## src/rtl/accelerator_activation_pkg.sv

```systemverilog
// ============================================================================
// Module      : accelerator_activation_pkg
// Description : Shared constants for the activation stages (hard-swish).
// Revision    : 1.1 - add reciprocal-of-six constants
// ============================================================================
`default_nettype none

package accelerator_activation_pkg;

    localparam int SWISH_CONST_THREE = 3;
    localparam int SWISH_CONST_SIX   = 6;

    // 1/6 as a 16-bit fixed-point multiplier: round(2^16 / 6)
    localparam int RECIP_SIX   = 10923;
    localparam int RECIP_SHIFT = 16;
    localparam int RECIP_W     = 16;

    function automatic int fx_scale(input int value, input int frac_bits);
        return value << frac_bits;
    endfunction

endpackage

`default_nettype wire

```

## src/rtl/hswish_lane.sv

```systemverilog
// ============================================================================
// Module      : hswish_lane
// Description : Three-stage single-element hard-swish datapath with a global
//               advance enable. Optional ReLU6 bypass under ACT_RELU6_EN.
// Revision    : 1.0 - initial release
// ============================================================================
`default_nettype none

module hswish_lane
    import accelerator_activation_pkg::*;
#(
    parameter int DATA_W    = 8,
    parameter int FRAC_BITS = 4
) (
    input  logic                     clk,
    input  logic                     rst_n,
    input  logic                     i_adv,
    input  logic signed [DATA_W-1:0] i_x,
`ifdef ACT_RELU6_EN
    input  logic                     i_relu6_sel,
`endif
    output logic signed [DATA_W-1:0] o_y
);

    localparam int T_W = DATA_W + 2;
    localparam int P_W = 2 * DATA_W + 2;
    localparam int Q_W = P_W + RECIP_W;
    localparam int SH  = RECIP_SHIFT + FRAC_BITS;

    localparam logic signed [T_W-1:0]    c_three  = T_W'(fx_scale(SWISH_CONST_THREE, FRAC_BITS));
    localparam logic signed [T_W-1:0]    c_six    = T_W'(fx_scale(SWISH_CONST_SIX, FRAC_BITS));
    localparam logic signed [Q_W-1:0]    c_recip  = Q_W'(RECIP_SIX);
    localparam logic signed [Q_W-1:0]    c_half   = Q_W'(64'sd1 <<< (SH - 1));
    localparam logic signed [Q_W-1:0]    c_ymax   = Q_W'((64'sd1 <<< (DATA_W - 1)) - 64'sd1);
    localparam logic signed [Q_W-1:0]    c_ymin   = Q_W'(-(64'sd1 <<< (DATA_W - 1)));
    localparam logic signed [DATA_W-1:0] c_ymax_d = {1'b0, {(DATA_W-1){1'b1}}};
    localparam logic signed [DATA_W-1:0] c_ymin_d = {1'b1, {(DATA_W-1){1'b0}}};

    // ---------------- S1: gate t = clamp(x + 3, 0, 6) ----------------
    logic signed [T_W-1:0]    w_x_ext;
    logic signed [T_W-1:0]    w_sum;
    logic signed [T_W-1:0]    w_t;
    logic signed [DATA_W-1:0] r_x1;
    logic signed [T_W-1:0]    r_t1;

    assign w_x_ext = {{2{i_x[DATA_W-1]}}, i_x};
    assign w_sum   = w_x_ext + c_three;

    always_comb begin
        if (w_sum[T_W-1]) begin
            w_t = '0;
        end else if (w_sum > c_six) begin
            w_t = c_six;
        end else begin
            w_t = w_sum;
        end
    end

    always_ff @(posedge clk or negedge rst_n) begin
        if (!rst_n) begin
            r_x1 <= '0;
            r_t1 <= '0;
        end else if (i_adv) begin
            r_x1 <= i_x;
            r_t1 <= w_t;
        end
    end

    // ---------------- S2: product p = x * t ----------------
    logic signed [P_W-1:0] w_x1_ext;
    logic signed [P_W-1:0] w_t1_ext;
    logic signed [P_W-1:0] w_p;
    logic signed [P_W-1:0] r_p2;

    assign w_x1_ext = {{(P_W-DATA_W){r_x1[DATA_W-1]}}, r_x1};
    assign w_t1_ext = {{(P_W-T_W){r_t1[T_W-1]}}, r_t1};
    assign w_p      = w_x1_ext * w_t1_ext;

    always_ff @(posedge clk or negedge rst_n) begin
        if (!rst_n) begin
            r_p2 <= '0;
        end else if (i_adv) begin
            r_p2 <= w_p;
        end
    end

    // ---------------- S3: divide by six, round half-up, saturate ----------------
    logic signed [Q_W-1:0]    w_p2_ext;
    logic signed [Q_W-1:0]    w_q;
    logic signed [Q_W-1:0]    w_round;
    logic signed [Q_W-1:0]    w_shift;
    logic signed [DATA_W-1:0] w_hswish;
    logic signed [DATA_W-1:0] w_y;
    logic signed [DATA_W-1:0] r_y3;

    assign w_p2_ext = {{(Q_W-P_W){r_p2[P_W-1]}}, r_p2};
    assign w_q      = w_p2_ext * c_recip;
    assign w_round  = w_q + c_half;
    assign w_shift  = w_round >>> SH;

    always_comb begin
        if (w_shift > c_ymax) begin
            w_hswish = c_ymax_d;
        end else if (w_shift < c_ymin) begin
            w_hswish = c_ymin_d;
        end else begin
            w_hswish = w_shift[DATA_W-1:0];
        end
    end

`ifdef ACT_RELU6_EN
    // The selector and raw x ride alongside the product so the choice is per beat.
    logic                     r_sel1;
    logic                     r_sel2;
    logic signed [DATA_W-1:0] r_x2;
    logic signed [T_W-1:0]    w_x2_ext;
    logic signed [DATA_W-1:0] w_relu6;

    always_ff @(posedge clk or negedge rst_n) begin
        if (!rst_n) begin
            r_sel1 <= 1'b0;
            r_sel2 <= 1'b0;
            r_x2   <= '0;
        end else if (i_adv) begin
            r_sel1 <= i_relu6_sel;
            r_sel2 <= r_sel1;
            r_x2   <= r_x1;
        end
    end

    assign w_x2_ext = {{2{r_x2[DATA_W-1]}}, r_x2};

    always_comb begin
        if (r_x2[DATA_W-1]) begin
            w_relu6 = '0;
        end else if (w_x2_ext > c_six) begin
            w_relu6 = c_six[DATA_W-1:0];
        end else begin
            w_relu6 = r_x2;
        end
    end

    assign w_y = r_sel2 ? w_relu6 : w_hswish;
`else
    assign w_y = w_hswish;
`endif

    always_ff @(posedge clk or negedge rst_n) begin
        if (!rst_n) begin
            r_y3 <= '0;
        end else if (i_adv) begin
            r_y3 <= w_y;
        end
    end

    assign o_y = r_y3;

endmodule

`default_nettype wire

```

## src/rtl/hswish_unit.sv

```systemverilog
// ============================================================================
// Module      : hswish_unit
// Description : Multi-lane pipelined hard-swish stage with valid/ready flow
//               control. Define ACT_RELU6_EN to add the per-beat ReLU6 select.
// Revision    : 1.0 - initial release
// ============================================================================
`default_nettype none

module hswish_unit
    import accelerator_activation_pkg::*;
#(
    parameter int LANES     = 4,
    parameter int DATA_W    = 8,
    parameter int FRAC_BITS = 4
) (
    input  logic                      clk,
    input  logic                      rst_n,
    input  logic                      in_valid,
    output logic                      in_ready,
    input  logic [LANES*DATA_W-1:0]   in_data,
    input  logic                      in_last,
    output logic                      out_valid,
    input  logic                      out_ready,
    output logic [LANES*DATA_W-1:0]   out_data,
`ifdef ACT_RELU6_EN
    input  logic                      relu6_sel,
`endif
    output logic                      out_last
);

    localparam int STAGES = 3;

    logic              w_adv;
    logic [STAGES-1:0] r_valid;
    logic [STAGES-1:0] r_last;

    // The whole pipe moves as one; a stalled output freezes every stage.
    assign w_adv    = !r_valid[STAGES-1] || out_ready;
    assign in_ready = w_adv;

    always_ff @(posedge clk or negedge rst_n) begin
        if (!rst_n) begin
            r_valid <= '0;
            r_last  <= '0;
        end else if (w_adv) begin
            r_valid <= {r_valid[STAGES-2:0], in_valid};
            r_last  <= {r_last[STAGES-2:0], in_valid & in_last};
        end
    end

    assign out_valid = r_valid[STAGES-1];
    assign out_last  = r_last[STAGES-1];

    for (genvar g = 0; g < LANES; g++) begin : g_lane
        hswish_lane #(
            .DATA_W    (DATA_W),
            .FRAC_BITS (FRAC_BITS)
        ) u_lane (
            .clk         (clk),
            .rst_n       (rst_n),
            .i_adv       (w_adv),
            .i_x         (in_data[g*DATA_W +: DATA_W]),
`ifdef ACT_RELU6_EN
            .i_relu6_sel (relu6_sel),
`endif
            .o_y         (out_data[g*DATA_W +: DATA_W])
        );
    end

endmodule

`default_nettype wire

```

## config.mk

```make
export PLATFORM = sky130hd
export DESIGN_NAME = hswish_unit
export DESIGN_NICKNAME = d
export VERILOG_FILES = /design/src/rtl/accelerator_activation_pkg.sv /design/src/rtl/hswish_lane.sv /design/src/rtl/hswish_unit.sv
export SDC_FILE = /design/constraint.sdc
export NUM_CORES = 2
export LEC_CHECK = 0
export ABC_CLOCK_PERIOD_IN_PS = 8400
export BUFFER_PORTS_ARGS = -buffer_cell sky130_fd_sc_hd__buf_4
export CORE_MARGIN = 8
export CORE_UTILIZATION = 60
export CTS_CLUSTER_SIZE = 16
export DETAILED_ROUTE_END_ITERATION = 8
export PLACE_DENSITY = 0.85
export SETUP_SLACK_MARGIN = 0.15
export SYNTH_ARGS = -nofsm -noshare
export SYNTH_HDL_FRONTEND = slang
export SYNTH_SLANG_ARGS = --single-unit
export TNS_END_PERCENT = 10
```

## constraint.sdc

```tcl
create_clock -name clk -period 8.4 [get_ports clk]
set_input_delay 0.84 -clock clk [delete_from_list [all_inputs] [get_ports clk]]
set_output_delay 0.84 -clock clk [all_outputs]
set_load 0.02 [all_outputs]
```

==> run metrics <==
vias in the first global route about 29,000; worst path cell trace ha_1 > inv_1 > fa_1 > fa_1 > fa_1 > fa_1 > inv_1 > fa_1 > inv_1 > ha_1 > a21o_1 > a21o_1 > a21oi_1 > and2b_1 > a221oi_4 > a31oi_1 > nor4b_1 > a221oi_1 > nor4_4 > o22ai_1; dpl cells approximately 4,800; Final Max Tran Viols 0; largest net degree at the start of global routing ~160; CTS max path bufs 2; GPL Wtd Cong roughly 0.91; syn avg cell area between 9 and 10 um2; root buffer cell clkbuf_16; WS Path Type flop to flop; Top FF cell, synth dfrtp_1; CP endpoint kind flop; Util after Layout 0.640; starting density of the core 0.607; share of layout cells above drive strength 1 0.0383; number of port buffers a little over 70; syn_nets ~5,400; Post-CTS Hold Fix Bufs 0; Area growth syn-to-layout 5.28%; Critical Path RT slightly below 9000 ps; Slowest cell on crit path dfrtp_1; most used cell, CP fa_1; Chip Height roughly 270 um; share of flip-flops with an asynchronous set or reset 1.00; DIE WIDTH ~270 um; Min-Delay Path Class input port to asynchronous set/reset pin; Ports a little over 70; Commonest cells post-synth inv_1 (1,083), ha_1 (777), fa_1 (567), nand2_1 (314), dfrtp_1 (174); number of synthesized flops with an enable pin 0; Syn Inst Count around 4,000; total CTS buffers 17; FILL cells a little under 5,000; DRC viols 0; Die ar. 70,700 um2; non-filler cells, final 4,883; core region area 61,700 um2; H-tree Lvls 4; drt first pass iters 6; critical path arrival about 7200 ps; wire per inst around 16 um; fmax around 0.15 GHz; post-synth cell types 89; Syn Std Cell Area between 30,000 and 40,000 um2; CTS tree done; ANT nets after route 0; register area share after synthesis 0.116; max-cap viol count 0; Worst-path clk slew roughly 90 ps; 1st-iter DRT viols between 1,000 and 1,500; Synth area leaders fa_1 (30%), ha_1 (26%), dfrtp_1 (12%), inv_1 (11%), nand2_1 (3.1%); routed wire length 78.0 mm; initial antenna violation count 3; most frequent cell after synthesis inv_1; critical path peak fanout 25; dpl hpwl about 65 mm; # resized after CTS 0; Fin Setup TNS 0 ps; first-pass GRT wire length around 140 mm; Finish-stage setup viols 0; clk_lat worst skew ~500 ps; DR vias 26,258; setup repair bufs after CTS 0; outcome completed; Rows between 90 and 100; critical path startpoint category flop; Final Skew around 21 ps; synthesized flop and latch total 174; # nets final 5,412; Crit path largest cell delay about 930 ps; RSZ-0062 raised after global routing no; fin crit share 0.819; Via density 5.38; Hold Vio Cnt, Final 0; final worst setup slack ~1500 ps; Slew @ Worst Pin 936 ps; worst rel slew slack 0.376; CTS sink cnt 174; post-synth top area share 0.303; largest delay contributor family on the critical path adder cells; largest area contributor in the netlist fa_1; Post-Place Worst Slack ~1600 ps; CP bufs+invs 3; GR Util All Layers 0.232; GR Overflow Total 0; post-layout min period around 6900 ps; Ys Warns 0
[sequential cells by signal, indices dropped and copies added, names as in the netlist]
| name | count |
|---|---|
| g_lane.u_lane.r_x1 | 32 |
| g_lane.u_lane.r_p2 | 72 |
| r_last | 3 |
| r_valid | 3 |
| g_lane.u_lane.r_t1 | 32 |
| g_lane.u_lane.o_y | 32 |
[final cells by class]
class | instances | area [um2] | share of cell area
multi-input cells | 2678 | 28800 | 0.730
flip-flops and latches | 174 | 4350 | 0.110
inverters | 1083 | 4070 | 0.103
well taps | 837 | 1050 | 0.0265
repair buffers | 77 | 597 | 0.0151
clock buffers | 19 | 443 | 0.0112
clock inverters | 13 | 144 | 0.00365
diodes | 2 | 5.00 | 0.000127
[routing by layer]
layer | vias up | GRT usage | wire [um]
met5 | - | 0 | 11
met4 | 2 | 0.0680 | 1860
met3 | 142 | 0.0376 | 3600
met2 | 567 | 0.409 | 39000
met1 | 13000 | 0.293 | 33500
li1 | 12547 | - | -
[worst paths after layout]
check,startpoint,depth (start not counted),endpoint,slack [ps]
worst max-delay path,g_lane[2].u_lane.r_p2[17]$_DFFE_PN0P_,20,g_lane[2].u_lane.o_y[4]$_DFFE_PN0P_,1520
worst min-delay path,rst_n,1,g_lane[3].u_lane.o_y[0]$_DFFE_PN0P_,310
worst max register to register,g_lane[2].u_lane.r_p2[17]$_DFFE_PN0P_,20,g_lane[2].u_lane.o_y[4]$_DFFE_PN0P_,1520
worst min register to register,r_valid[1]$_DFFE_PN0P_,2,r_valid[1]$_DFFE_PN0P_,460
max in group asynchronous,rst_n,3,g_lane[1].u_lane.r_t1[7]$_DFFE_PN0P_,6150
min in group clk,r_valid[1]$_DFFE_PN0P_,2,r_valid[1]$_DFFE_PN0P_,460
[through the flow]
stage / area, um2 / hold slack, ps
6_report: 39500 / 308
5_1_grt: 39500 / 335
4_1_cts: 39500 / 293
3_5_place_dp: 38900 / 449
3_3_place_gp: 38900 / 443
2_1_floorplan: 37500 / 430
[cells in the final DEF, fill, tap and decap left out, types with 6 or more instances in the layout]
cell and instances:
xor2_1 38, and3_1 12, ha_1 777, a22o_1 22, nand4_1 12, o21ai_0 89
fa_1 567, a211oi_1 20, or2_2 9, o31ai_1 23, o22ai_1 13, and2_1 146
nand2b_1 31, or3_1 12, o21ai_1 6, nand2_1 314, a221o_1 9, a211o_1 10
nor2_1 145, o21a_1 9, a21o_1 45, dfrtp_1 174, a31oi_1 17, nand3_1 22
nor2b_1 16, a21boi_0 9, xnor2_1 57, a21oi_1 128, buf_4 75, inv_1 1082
nor3_1 21, clkbuf_16 17, a31o_2 9
[cell families after synthesis]
| group | count (synthesis) | share of synthesized area |
|---|---|---|
| adders and majority gates | 1344 | 0.562 |
| buffers and inverters | 1146 | 0.116 |
| and+or+nand+nor | 767 | 0.0976 |
| AOI/OAI and AO/OA | 464 | 0.0841 |
| DFF | 174 | 0.116 |
| xor gates and xnor gates | 95 | 0.0222 |
| muxes | 8 | 0.00234 |
Power is not shown: default switching activity piles up to over one toggle a cycle in this logic, so the estimate is an artifact.
